## src/rtl/histogram_level_scanner.sv

```systemverilog
// Vertical-blanking scanner: two passes over the grey-level histogram give the pixel total and the
// low/high percentile levels, then the histogram is cleared. Define HIST_MEAN_EN to add mean_level.
module histogram_level_scanner #(
    parameter int BINS_LOG2 = 10,
    parameter int CNT_W     = 16,
    parameter int LOW_NUM   = 13,
    parameter int HIGH_NUM  = 243
) (
    input  logic                         clk,
    input  logic                         reset_n,
    input  logic                         frame_valid,
    output logic                         hist_rd_en,
    output logic [BINS_LOG2-1:0]         hist_rd_addr,
    input  logic [CNT_W-1:0]             hist_rd_data,
    output logic                         hist_clear,
    output logic [CNT_W+BINS_LOG2-1:0]   pixel_count,
    output logic [BINS_LOG2-1:0]         low_level,
    output logic [BINS_LOG2-1:0]         high_level,
`ifdef HIST_MEAN_EN
    output logic [BINS_LOG2-1:0]         mean_level,
`endif
    output logic                         stats_valid,
    output logic                         busy,
    output logic                         abort
);
    localparam int ACC_W = CNT_W + BINS_LOG2;
    localparam int PRD_W = ACC_W + 9;
    localparam logic [BINS_LOG2-1:0] MAX_BIN = '1;

    typedef enum logic [2:0] {
        S_IDLE, S_SUM, S_CALC,
`ifdef HIST_MEAN_EN
        S_DIV,
`endif
        S_SCAN, S_CLEAR, S_DONE
    } state_t;

    state_t state, state_nxt;

    logic                 fv_q, fv_rise, fv_fall;
    logic [BINS_LOG2-1:0] addr, rd_idx_q, low_cand, high_cand;
    logic                 drain, rd_vld_q, low_found, high_found, sweeping;
    logic [ACC_W-1:0]     total, cum, cum_nxt, low_thr, high_thr;
    logic [PRD_W-1:0]     low_prod, high_prod;

    assign fv_rise  = ~fv_q & frame_valid;
    assign fv_fall  = fv_q & ~frame_valid;
    assign sweeping = (state == S_SUM) || (state == S_SCAN);

    // A rising frame_valid kills the read in the same cycle the abort is taken.
    assign hist_rd_en   = sweeping & ~drain & ~fv_rise;
    assign hist_rd_addr = addr;
    assign hist_clear   = (state == S_CLEAR);
    assign stats_valid  = (state == S_DONE);
    assign busy         = (state != S_IDLE);

    assign cum_nxt   = cum + ACC_W'(hist_rd_data);
    assign low_prod  = PRD_W'(total) * PRD_W'(LOW_NUM);
    assign high_prod = PRD_W'(total) * PRD_W'(HIGH_NUM);

`ifdef HIST_MEAN_EN
    localparam int WGT_W = CNT_W + 2 * BINS_LOG2;
    localparam int DC_W  = $clog2(BINS_LOG2 + 1);
    logic [WGT_W-1:0]     weighted, rem, dsr;
    logic [BINS_LOG2-1:0] quot;
    logic [DC_W-1:0]      div_left;
    logic                 rem_ge;
    assign rem_ge = (rem >= dsr);
`endif

    // NOTE: every output of this process gets a default first so no latch is inferred.
    always_comb begin
        state_nxt = state;
        case (state)
            S_IDLE:  if (fv_fall) state_nxt = S_SUM;
            S_SUM:   if (fv_rise) state_nxt = S_IDLE; else if (drain) state_nxt = S_CALC;
`ifdef HIST_MEAN_EN
            S_CALC:  state_nxt = fv_rise ? S_IDLE : S_DIV;
            S_DIV:   if (fv_rise) state_nxt = S_IDLE; else if (div_left == '0) state_nxt = S_SCAN;
`else
            S_CALC:  state_nxt = fv_rise ? S_IDLE : S_SCAN;
`endif
            S_SCAN:  if (fv_rise) state_nxt = S_IDLE; else if (drain) state_nxt = S_CLEAR;
            S_CLEAR: state_nxt = S_DONE;
            S_DONE:  state_nxt = S_IDLE;
            default: state_nxt = S_IDLE;
        endcase
    end

    // NOTE: sequential state uses non-blocking assignments so every register samples pre-edge values.
    always_ff @(posedge clk or negedge reset_n) begin
        if (!reset_n) begin
            state       <= S_IDLE;
            fv_q        <= 1'b0;
            abort       <= 1'b0;
            addr        <= '0;
            drain       <= 1'b0;
            rd_vld_q    <= 1'b0;
            rd_idx_q    <= '0;
            total       <= '0;
            cum         <= '0;
            low_thr     <= '0;
            high_thr    <= '0;
            low_found   <= 1'b0;
            high_found  <= 1'b0;
            low_cand    <= MAX_BIN;
            high_cand   <= MAX_BIN;
            pixel_count <= '0;
            low_level   <= '0;
            high_level  <= MAX_BIN;
`ifdef HIST_MEAN_EN
            weighted    <= '0;
            rem         <= '0;
            dsr         <= '0;
            quot        <= '0;
            div_left    <= '0;
            mean_level  <= '0;
`endif
        end else begin
            state    <= state_nxt;
            fv_q     <= frame_valid;
            abort    <= busy && (state != S_CLEAR) && (state != S_DONE) && fv_rise;
            rd_vld_q <= hist_rd_en;
            rd_idx_q <= addr;

            if (hist_rd_en) begin
                addr <= addr + 1'b1;
                if (addr == MAX_BIN) drain <= 1'b1;
            end

            case (state)
                S_IDLE: begin
                    addr  <= '0;
                    drain <= 1'b0;
                    total <= '0;
`ifdef HIST_MEAN_EN
                    weighted <= '0;
`endif
                end
                S_SUM: if (rd_vld_q) begin
                    total <= total + ACC_W'(hist_rd_data);
`ifdef HIST_MEAN_EN
                    weighted <= weighted + WGT_W'(rd_idx_q) * WGT_W'(hist_rd_data);
`endif
                end
                S_CALC: begin
                    low_thr    <= low_prod[ACC_W+7:8];
                    high_thr   <= high_prod[ACC_W+7:8];
                    cum        <= '0;
                    low_found  <= 1'b0;
                    high_found <= 1'b0;
                    low_cand   <= MAX_BIN;
                    high_cand  <= MAX_BIN;
                    addr       <= '0;
                    drain      <= 1'b0;
`ifdef HIST_MEAN_EN
                    rem      <= weighted;
                    dsr      <= WGT_W'(total) << (BINS_LOG2 - 1);
                    quot     <= '0;
                    div_left <= DC_W'(BINS_LOG2 - 1);
`endif
                end
`ifdef HIST_MEAN_EN
                // Quotient is known to fit BINS_LOG2 bits, so only that many restoring steps are needed.
                S_DIV: begin
                    if (rem_ge) rem <= rem - dsr;
                    dsr      <= dsr >> 1;
                    quot     <= {quot[BINS_LOG2-2:0], rem_ge};
                    div_left <= div_left - 1'b1;
                end
`endif
                S_SCAN: if (rd_vld_q) begin
                    cum <= cum_nxt;
                    if (!low_found && cum_nxt > low_thr) begin
                        low_found <= 1'b1;
                        low_cand  <= rd_idx_q;
                    end
                    if (!high_found && cum_nxt > high_thr) begin
                        high_found <= 1'b1;
                        high_cand  <= rd_idx_q;
                    end
                end
                S_CLEAR: begin
                    pixel_count <= total;
                    low_level   <= (total == '0) ? '0 : low_cand;
                    high_level  <= high_cand;
`ifdef HIST_MEAN_EN
                    mean_level  <= (total == '0) ? '0 : quot;
`endif
                end
                default: ;
            endcase
        end
    end
endmodule
```

## config.mk

```make
export PLATFORM = sky130hd
export DESIGN_NAME = histogram_level_scanner
export DESIGN_NICKNAME = d
export VERILOG_FILES = /design/src/rtl/histogram_level_scanner.sv
export SDC_FILE = /design/constraint.sdc
export NUM_CORES = 1
export LEC_CHECK = 0
export ABC_AREA = 1
export CORE_ASPECT_RATIO = 1.2
export CORE_MARGIN = 2
export CORE_UTILIZATION = 42
export CTS_CLUSTER_DIAMETER = 200
export DETAILED_ROUTE_END_ITERATION = 7
export PLACE_DENSITY = 0.58
export SLEW_MARGIN = 15
export SYNTH_ARGS = -nofsm -noshare
export SYNTH_HDL_FRONTEND = slang
export SYNTH_SLANG_ARGS = --single-unit
```

## constraint.sdc

```tcl
create_clock -name clk -period 5.5 [get_ports clk]
set_clock_uncertainty 0.15 [all_clocks]
set_input_delay 0.825 -clock clk [delete_from_list [all_inputs] [get_ports clk]]
set_output_delay 0.825 -clock clk [all_outputs]
set_load 0.05 [all_outputs]
```

==> results of run 1 <==
[timing repair]
item / 4_1_cts / 5_1_grt
resized for setup: 0 / 1
buffers inserted: 0 / 0
endpoints found under the setup margin: 0 / 2
hold buffers: 0 / 0
[through the flow]
step | power (mW) | instances | setup WS [ps]
6_report | 12.58 | 2862 | 396.9
5_1_grt | 13.95 | 2861 | 33.46
4_1_cts | 12.64 | 2861 | 277.1
3_5_place_dp | 11.25 | 2829 | 285.7
3_3_place_gp | 11.14 | 2829 | 338.7
2_1_floorplan | 8.648 | 2214 | 902.1
[power breakdown]
part	internal [mW]	switching [mW]	total, mW	leakage [nW]
Combinational	3.13	5.93	9.06	7.27
Sequential	1.92	0.285	2.21	2.53
Clock	0.619	0.695	1.31	0.291
[final cells by class]
class / instances / area, µm² / share of cell area
clock inverters: 15 / 180.2 / 0.009156
clock buffers: 17 / 425.4 / 0.02162
multi-input cells: 1572 / 10930 / 0.5556
diodes: 1 / 2.502 / 0.0001272
well taps: 546 / 683.2 / 0.03472
repair buffers: 103 / 987.2 / 0.05017
inverters: 413 / 1550 / 0.07878
flip-flops and latches: 195 / 4917 / 0.2499
[cells by family after synthesis]
family          Yosys count
compound gates          370
xor+xnor                 54
buf+inv                 447
flops                   195
simple gates            835
fa+ha+maj               313
[registers in the layout, indices dropped and copies added (netlist names)]
register and count:
state 3, high_level 10, low_thr 22, high_found 1, rd_vld_q 1, pixel_count 26
cum 26, high_thr 26, fv_q 1, total 26, abort 1, rd_idx_q 10
high_cand 10, drain 1, low_cand 10, low_found 1, low_level 10, hist_rd_addr 10
[layout by cell type, fill, tap and decap left out, types with 4 or more instances in the layout]
master / synthesis / routed
dfrtp_1: 165 / 165
fa_1: 115 / 115
nand4_1: 22 / 22
a21boi_0: 5 / 5
nor2_2: 9 / 9
nand3_2: 4 / 4
ha_1: 198 / 198
xor2_1: 35 / 35
inv_1: 402 / 402
nand3b_1: 4 / 4
inv_8: 0 / 4
clkbuf_16: 0 / 17
nor4_1: 5 / 5
xnor2_1: 19 / 19
o21ai_1: 12 / 13
nor3_1: 20 / 20
nand2_1: 481 / 481
o31ai_1: 7 / 7
or2_2: 19 / 19
buf_4: 4 / 23
nand3_1: 113 / 113
nand2_2: 21 / 21
o21ai_0: 143 / 142
nor2_1: 122 / 122
o22ai_1: 9 / 9
a22o_1: 13 / 13
a211oi_1: 4 / 4
a21oi_1: 129 / 129
a21o_1: 9 / 9
inv_2: 9 / 9
clkdlybuf4s50_1: 0 / 78
dfstp_2: 30 / 30
o21bai_1: 7 / 7
clkinv_8: 0 / 5
a31oi_1: 15 / 15
[layer usage]
metal | part of all wire | track usage
met1 | 0.43 | 0.3088
met4 | 0.036 | 0.09593
met2 | 0.51 | 0.4492
met5 | 0 | 0
met3 | 0.031 | 0.02831
[synthesized netlist by cell type (4+ instances only)]
library cell,count,share of area
dfstp_2,30,0.045
a21oi_1,129,0.037
fa_1,115,0.13
or2_2,19,0.0068
nand2_2,21,0.0075
inv_2,9,0.0019
o22ai_1,9,0.0032
o31ai_1,7,0.0030
o21bai_1,7,0.0030
o21ai_1,12,0.0034
xor2_1,35,0.017
nor2_1,122,0.026
xnor2_1,19,0.0095
nor4_1,5,0.0018
clkbuf_1,23,0.0049
nand4_1,22,0.0078
buf_2,6,0.0017
ha_1,198,0.14
a31oi_1,15,0.0053
inv_1,402,0.086
nand2_1,481,0.10
dfrtp_1,165,0.24
a22o_1,13,0.0065
nand3b_1,4,0.0017
buf_4,4,0.0017
nor3_1,20,0.0057
nand3_2,4,0.0023
a21o_1,9,0.0038
nand3_1,113,0.032
nor2_2,9,0.0032
a211oi_1,4,0.0017
o21ai_0,143,0.041
a21boi_0,5,0.0021
[worst paths after layout]
kind	startpoint	endpoint	slack, ps	cells past startpoint
worst max-delay path	total[8]	high_thr[17]	400	20
worst min register to register	hist_rd_addr[5]	rd_idx_q[5]	270	0
max in group asynchronous	reset_n	rd_idx_q[4]	3880	2
worst min-delay path	reset_n	cum[12]	170	1
worst max register to register	total[8]	high_thr[17]	400	20
min in group clk	hist_rd_addr[5]	rd_idx_q[5]	270	0
==> metrics.md, run 1 <==
| Metric | Value |
|---|---|
| Status | finished, final reports clean |
| Fin Setup TNS | 0 ps |
| GRT Resource Usage Total | 0.2516 |
| Worst hold margin | 171.5 ps |
| Global-route wire length before repair | 83870 µm |
| CTS Buffer Depth | 2 |
| Synth Warn # | 0 |
| Worst Max-Slew Pin Slew | around 850 ps |
| Port-buffer cells | 79 |
| Final hold violations | 0 |
| Synth Instances | 2214 |
| Peak supply drop | 0.3817 mV |
| Clk_lat worst skew | roughly 480 ps |
| Final design utilization | 0.4736 |
| Rel. slew slack | 0.4309 |
| CORE AREA | between 0.04 and 0.05 mm² |
| CP Buf/Inv Count | 6 |
| WP data required | 5690 ps |
| Cell area power density | 639.2 mW/mm² |
| Min-delay worst type | in2async |
| Initial antenna violation count | 0 |
| Max FO, Critical Path | 6 |
| Antenna Nets Post-Route | 0 |
| CP Class | reg2reg |
| CTS H-tree depth | 4 |
| Slew Limit Fails | 0 |
| Die X | approximately 190 µm |
| Max Clock Freq | ~0.20 GHz |
| Synth-to-layout area growth | 12.02% |
| TritonCTS clock tree | yes |
| Data arrival time of the worst path | 5290 ps |
| Simple-Gate Fraction of Synth Area | 0.2056 |
| Avg WL per Cell | 18.36 µm |
| Vert. Die Dim | 228.0 µm |
| Sequential area share after synthesis | 0.2799 |
| Synth Area in Compound Gates | 0.1178 |
| Crit-path most repeated cell | inv_1 |
| Syn_area_per_cell | slightly below 8 µm² |
| CP Cell Sequence | inv_1 > fa_1 > inv_1 > fa_1 > inv_1 > fa_1 > fa_1 > inv_1 > ha_1 > a21oi_1 > nor2_1 > nor2_1 > inv_1 > a21oi_1 > inv_1 > a21oi_1 > nand2_1 > or2_2 > nand3_1 > o21ai_0 |
| Num CTS Buffers | 17 |
| Max cap viols | 0 |
| Fraction of layout instances using a drive strength above 1 | 0.06911 |
| Netlist cell types | 53 |
| Mux cell area share after synthesis | 0 |
| Element type at the critical path end | register |
| Clock root cell | clkbuf_16 |
| Clock-pin slew on the worst setup and hold paths | about 90 ps |
| HPWL after DPL | 43230 µm |
| Synth Flop Type | dfrtp_1 |
| Ys async rst share | 1.000 |
| Top delay family on crit path | adder cells |
| Via/cell ratio | 5.205 |
| Syn Nets | 2546 |
| Placed cell areas | between 0.015 and 0.02 mm² |
| CTS Sinks | a little under 200 |
| DRT Pass-1 Iters | 6 |
| XOR/XNOR Fraction of Synth Area | 0.02692 |
| # DRC | 0 |
| Post-synth EDFFs | 0 |
| Startpoint Class | register |
| # rows | 82 |
| Total congestion overflow | 0 |
| Filler Cell Count | approximately 4200 |
| IO Pins | 80 |
| Yosys reg bits | 195 |
| Crit-path max cell delay | around 580 ps |
| Fin crit period | 5103 ps |
| Via count | 14900 |
| Maximum number of pins on one net before global-route repair | 135 |
| Final setup violation count | 0 |
| LEAKAGE | 10.10 nW |
| Number of global-route vias before repair | ~15000 |
| Die area | 0.04349 mm² |
| Starting density of the core | 0.4228 |
| Cell Area, Synth | 0.01757 mm² |
| Nets | 2634 |
| Final GP Congestion | 0.9387 |
| Main combinational cell family by area after synthesis | adder cells |
| Post-Synth Adder-Cell Area | 0.2721 |
| Design area | 0.01968 mm² |
| Drt first-iter violations | 870 |
| Routed WL | 52530 µm |
| Critical-path top delay cell | fa_1 |
| Final period util | 0.9278 |
| RSZ-0062 raised after global routing | false |
No activity file was read; power rests on OpenSTA's default activity.
==> run 2, diff against run 1 <==
==> constraint.sdc (replaced) <==
create_clock -name clk -period 5.9 [get_ports clk]
set_clock_uncertainty 0.15 [all_clocks]
set_input_delay 0.885 -clock clk [delete_from_list [all_inputs] [get_ports clk]]
set_output_delay 0.885 -clock clk [all_outputs]
set_load 0.05 [all_outputs]
==> run 2 against run 1 <==
Via count down 1.7%. Clock power is 8% lower. Non-clock buffer count is 11 lower. Sequential share of layout area grew 0.10 points. Count of clock-buffer cells in the layout is the same. Critical path depth decreased by 2. Fmax fell by 6.7%. Sequential cell count unchanged. Sequential power fell by 5%. Largest power group unchanged. Highest routed layer unchanged.
==> metrics.md, run 2 (synthesis gave the netlist of run 1 again) <==
| Metric | Value |
|---|---|
| Status | finished, final reports clean |
| TritonCTS clock tree | yes |
| R2r setup slk | between 400 and 500 ps |
| RSZ-0062 raised after global routing | false |
| Design area | approximately 0.02 mm² |
| Element type at the critical path end | register |
| Number of global-route vias before repair | 14870 |
| Starting density of the core | 0.4228 |
| CP Class | reg2reg |
| HP Start | hist_rd_addr[5] |
| Worst reg-to-reg path cell count | 18 |
| Critical-path top delay cell | fa_1 |
| IO Pins | 80 |
| # resized after CTS | 0 |
| Clock root cell | clkbuf_16 |
| Diode count | 0 |
| Max FO, Critical Path | 6 |
| # DRC | 0 |
| Drt first-iter violations | 799 |
| Peak supply drop | approximately 0.37 mV |
| Slew Limit Fails | 0 |
| Final period util | 0.9274 |
| Placed cell areas | roughly 0.019 mm² |
| Post-CTS setup buffers | 0 |
| Fin Setup TNS | 0 ps |
| Initial antenna violation count | 1 |
| CTS Sinks | 195 |
| Final design utilization | 0.4716 |
| DRT Pass-1 Iters | 6 |
| Avg WL per Cell | around 18 µm |
| Startpoint Class | register |
| Data arrival time of the worst path | approximately 5700 ps |
| Reg2Reg Capture Point | high_thr[24] |
| Filler Cell Count | 4153 |
| Vert. Die Dim | 228.0 µm |
| Clock-pin slew on the worst setup and hold paths | ~80 ps |
| Min-Delay Endpoint | rd_idx_q[5] |
| Commonest non-fill, non-tap cell in the layout | nand2_1 |
| CTS H-tree depth | 4 |
| Crit-path most repeated cell | inv_1 |
| LEAKAGE | ~10 nW |
| Maximum number of pins on one net before global-route repair | around 110 |
| Die X | 190.7 µm |
| Total congestion overflow | 0 |
| Final GP Congestion | approximately 0.95 |
| Routed WL | 50510 µm |
| Worst hold margin | 265.9 ps |
| Crit-path max cell delay | 610 ps |
| Min-delay worst type | reg2reg |
| Max Clock Freq | 0.1828 GHz |
| Fraction of layout instances using a drive strength above 1 | 0.06510 |
| Rel. slew slack | 0.4114 |
| Antenna Nets Post-Route | 0 |
| Die area | 0.04349 mm² |
| Clk_lat worst skew | 480 ps |
| Port-buffer cells | 79 |
| Worst r2r src | total[8] |
| # rows | 82 |
| CP Buf/Inv Count | 5 |
| Fin crit period | 5472 ps |
| HPWL after DPL | 42020 µm |
| Max cap viols | 0 |
| Final hold violations | 0 |
| CTS Buffer Depth | 2 |
| Final setup violation count | 0 |
| CTS Hold Bufs | 0 |
| Via/cell ratio | 5.136 |
| WP data required | 6090 ps |
| Num CTS Buffers | 17 |
| Nets | 2623 |
| Synth-to-layout area growth | 11.56% |
| CP Cell Sequence | inv_1 > fa_1 > inv_1 > fa_1 > inv_1 > fa_1 > fa_1 > inv_1 > ha_1 > nand2_1 > nor4_1 > a21oi_1 > inv_1 > nand4_1 > nand2_1 > nand2_1 > nand3_1 > o21ai_0 |
| CORE AREA | 0.04155 mm² |
| Top delay family on crit path | adder cells |
| GRT Resource Usage Total | 0.2413 |
| Hold Path Depth | 0 |
| Leading cell types in the layout, fill and taps excluded | nand2_1 (481), inv_1 (402), ha_1 (198) |
| Via count | 14640 |
| Worst Max-Slew Pin Slew | 882.9 ps |
| Cell area power density | 597.4 mW/mm² |
| Global-route wire length before repair | around 80000 µm |
## run 2: worst max-delay path by stage
stage | slack, ps | to | from | cells past startpoint
2_1_floorplan | 1300 | high_thr[19] | total[7] | 21
3_3_place_gp | 480 | high_thr[24] | total[8] | 18
3_5_place_dp | 460 | high_thr[24] | total[8] | 18
4_1_cts | 440 | high_thr[24] | total[8] | 18
5_1_grt | 180 | high_thr[19] | total[8] | 21
6_report | 430 | high_thr[24] | total[8] | 18
## run 2: through the flow
step / cells / power (mW) / setup slack, ps
2_1_floorplan: 2214 / 8.062 / 1302
3_3_place_gp: 2818 / 10.40 / 475.2
3_5_place_dp: 2818 / 10.49 / 464.5
4_1_cts: 2850 / 11.76 / 443.8
5_1_grt: 2850 / 12.90 / 175.6
6_report: 2850 / 11.71 / 428.4
## run 2: layout make-up
cell class                      count  area, µm²  share of cell area
Tap cell                          546      683.2             0.03486
Clock inverter                     15      183.9            0.009385
Clock buffer                       17      425.4             0.02171
Multi-Input combinational cell   1572      10930              0.5579
Sequential cell                   195       4917              0.2509
Inverter                          413       1550             0.07910
Timing Repair Buffer               92      904.6             0.04616
## run 2: power by group
part           internal [mW]  switching (mW)  total, mW
Combinational           2.91            5.49       8.39
Clock                  0.575           0.633       1.21
Sequential              1.79           0.316       2.11
Total                   5.27            6.43       11.7
## run 2: metal layers
metal | global-route usage | up-vias | share of wire
li1 | - | 7275 | -
met1 | 0.2994 | 7007 | 0.43
met2 | 0.4249 | 290 | 0.51
met3 | 0.03092 | 67 | 0.033
met4 | 0.09036 | 0 | 0.035
met5 | 0 | - | 0
==> run 3, diff against run 2 <==
--- a/config.mk
+++ b/config.mk
@@ -11,6 +11,7 @@
 export CORE_UTILIZATION = 42
 export CTS_CLUSTER_DIAMETER = 200
 export DETAILED_ROUTE_END_ITERATION = 7
+export GPL_TIMING_DRIVEN = 0
 export PLACE_DENSITY = 0.58
 export SLEW_MARGIN = 15
 export SYNTH_ARGS = -nofsm -noshare
==> run 3 against run 2 <==
Sequential cell count did not move. Utilization rose by 0.33 points. Combinational power fell by 0.5%. Fmax fell by 0.76%. Routed wire length rose by 2.7%.
==> metrics.md, run 3 (synthesis gave the netlist of run 1 again) <==
| Metric | Value |
|---|---|
| CTS H-tree depth | 4 |
| Die X | 190.7 µm |
| Max Clock Freq | 0.1814 GHz |
| CORE AREA | 0.04155 mm² |
| Fraction of layout instances using a drive strength above 1 | 0.06489 |
| Final setup violation count | 0 |
| Fin crit period | 5514 ps |
| Startpoint Class | register |
| Worst Max-Slew Pin Slew | 680.2 ps |
| Element type at the critical path end | register |
| Final std cells w/o fill | 2874 |
| Final design utilization | 0.4750 |
| Final worst slack | 386.2 ps |
| Maximum number of pins on one net before global-route repair | roughly 110 |
| CP Class | reg2reg |
| Number of global-route vias before repair | 15200 |
| Rel. slew slack | 0.5431 |
| R2r setup slk | between 300 and 400 ps |
| Die area | ~0.043 mm² |
| Final hold violations | 0 |
| Global-route wire length before repair | around 82000 µm |
| Final period util | 0.9345 |
| Max cap viols | 0 |
| Slew Limit Fails | 0 |
| Starting density of the core | 0.4228 |
| Reg2Reg Capture Point | high_thr[22] |
| Total congestion overflow | 0 |
| Cell area power density | 594.2 mW/mm² |
| Worst reg-to-reg path cell count | 17 |
| Peak supply drop | 0.3154 mV |
| Commonest non-fill, non-tap cell in the layout | nand2_1 |
| IO Pins | 80 |
| WP data required | just over 6000 ps |
| # DRC | 0 |
| Post-CTS setup buffers | 0 |
| Vert. Die Dim | 228.0 µm |
| Final GP Congestion | 0.9427 |
| Worst r2r src | total[6] |
| CTS Hold Bufs | 0 |
| GRT Resource Usage Total | 0.2471 |
| Num CTS Buffers | 17 |
| Synth-to-layout area growth | 12.35% |
| DRT Pass-1 Iters | 5 |
| Routed WL | 51860 µm |
| Drt first-iter violations | 824 |
| Nets | 2646 |
| Dpl cells | 2841 |
| Data arrival time of the worst path | 5710 ps |
| Initial antenna violation count | 0 |
| Fin Setup TNS | 0 ps |
| Avg WL per Cell | 18.04 µm |
| Clock root cell | clkbuf_16 |
| CTS Buffer Depth | 2 |
| LEAKAGE | 10.09 nW |
| HPWL after DPL | 43530 µm |
| CTS Sinks | 195 |
| TritonCTS clock tree | yes |
| Clock-pin slew on the worst setup and hold paths | 90 ps |
| Clk_lat worst skew | 480 ps |
| Min-delay worst type | in2async |
| # rows | 82 |
| RSZ-0062 raised after global routing | false |
| Dpl ws | 348.8 ps |
| # resized after CTS | 0 |
| Via count | 14740 |
| Max FO, Critical Path | 8 |
| Port-buffer cells | 79 |
| Antenna Nets Post-Route | 0 |
| Filler Cell Count | 4221 |
| Leading cell types in the layout, fill and taps excluded | nand2_1 (481), inv_1 (402), ha_1 (198) |
| Via/cell ratio | 5.129 |
| Status | finished, final reports clean |
## run 3: where the power goes
group | internal [mW] | switching (mW)
registers | 1.79 | 0.333
clock network | 0.603 | 0.650
logic | 2.89 | 5.46
## run 3: stage by stage
step                power, mW  hold WS, ps  cell area (µm²)
floorplan               8.062        292.4            17570
global placement        10.37        259.3            19040
detailed placement      10.48        265.2            19100
CTS                     11.80        7.700            19730
global route            12.96        19.44            19730
finish                  11.73        28.12            19740
## run 3: worst max-delay path, cell delays in order (launching register included)
cell and delay [ps]:
dfrtp_1 650, inv_1 260, fa_1 570, inv_1 50, fa_1 500, inv_1 50
fa_1 480, fa_1 550, inv_1 50, ha_1 360, a21oi_1 210, a21boi_0 340
o21ai_0 290, a21oi_1 420, nand3b_1 200, nand3_1 80, nand3_1 90, o21ai_0 80
## run 3: area by class of cell
class	instances	area, µm²	area share
repair buffers	81	850.8	0.04311
well taps	546	683.2	0.03461
plain buffers	34	166.4	0.008432
flip-flops and latches	195	4920	0.2493
clock inverters	13	176.4	0.008939
diodes	1	2.502	0.0001268
inverters	413	1550	0.07855
clock buffers	19	454.2	0.02301
multi-input cells	1572	10930	0.5540
## run 3: how the worst max path moves through the flow
stage                                 end             from  slack [ps]
final                        high_thr[22]         total[6]         390
after global placement    pixel_count[23]          reset_n       -4790
after global routing         high_thr[19]         total[6]          40
after detailed placement      low_cand[0]  hist_rd_data[0]         350
after floorplan              high_thr[19]         total[7]        1300
after CTS                    high_thr[19]         total[7]         370
## run 3: routing by layer
metal / part of all wire / track usage
met5: 0 / 0
met4: 0.040 / 0.1129
met3: 0.028 / 0.02431
met2: 0.51 / 0.4455
met1: 0.42 / 0.2941
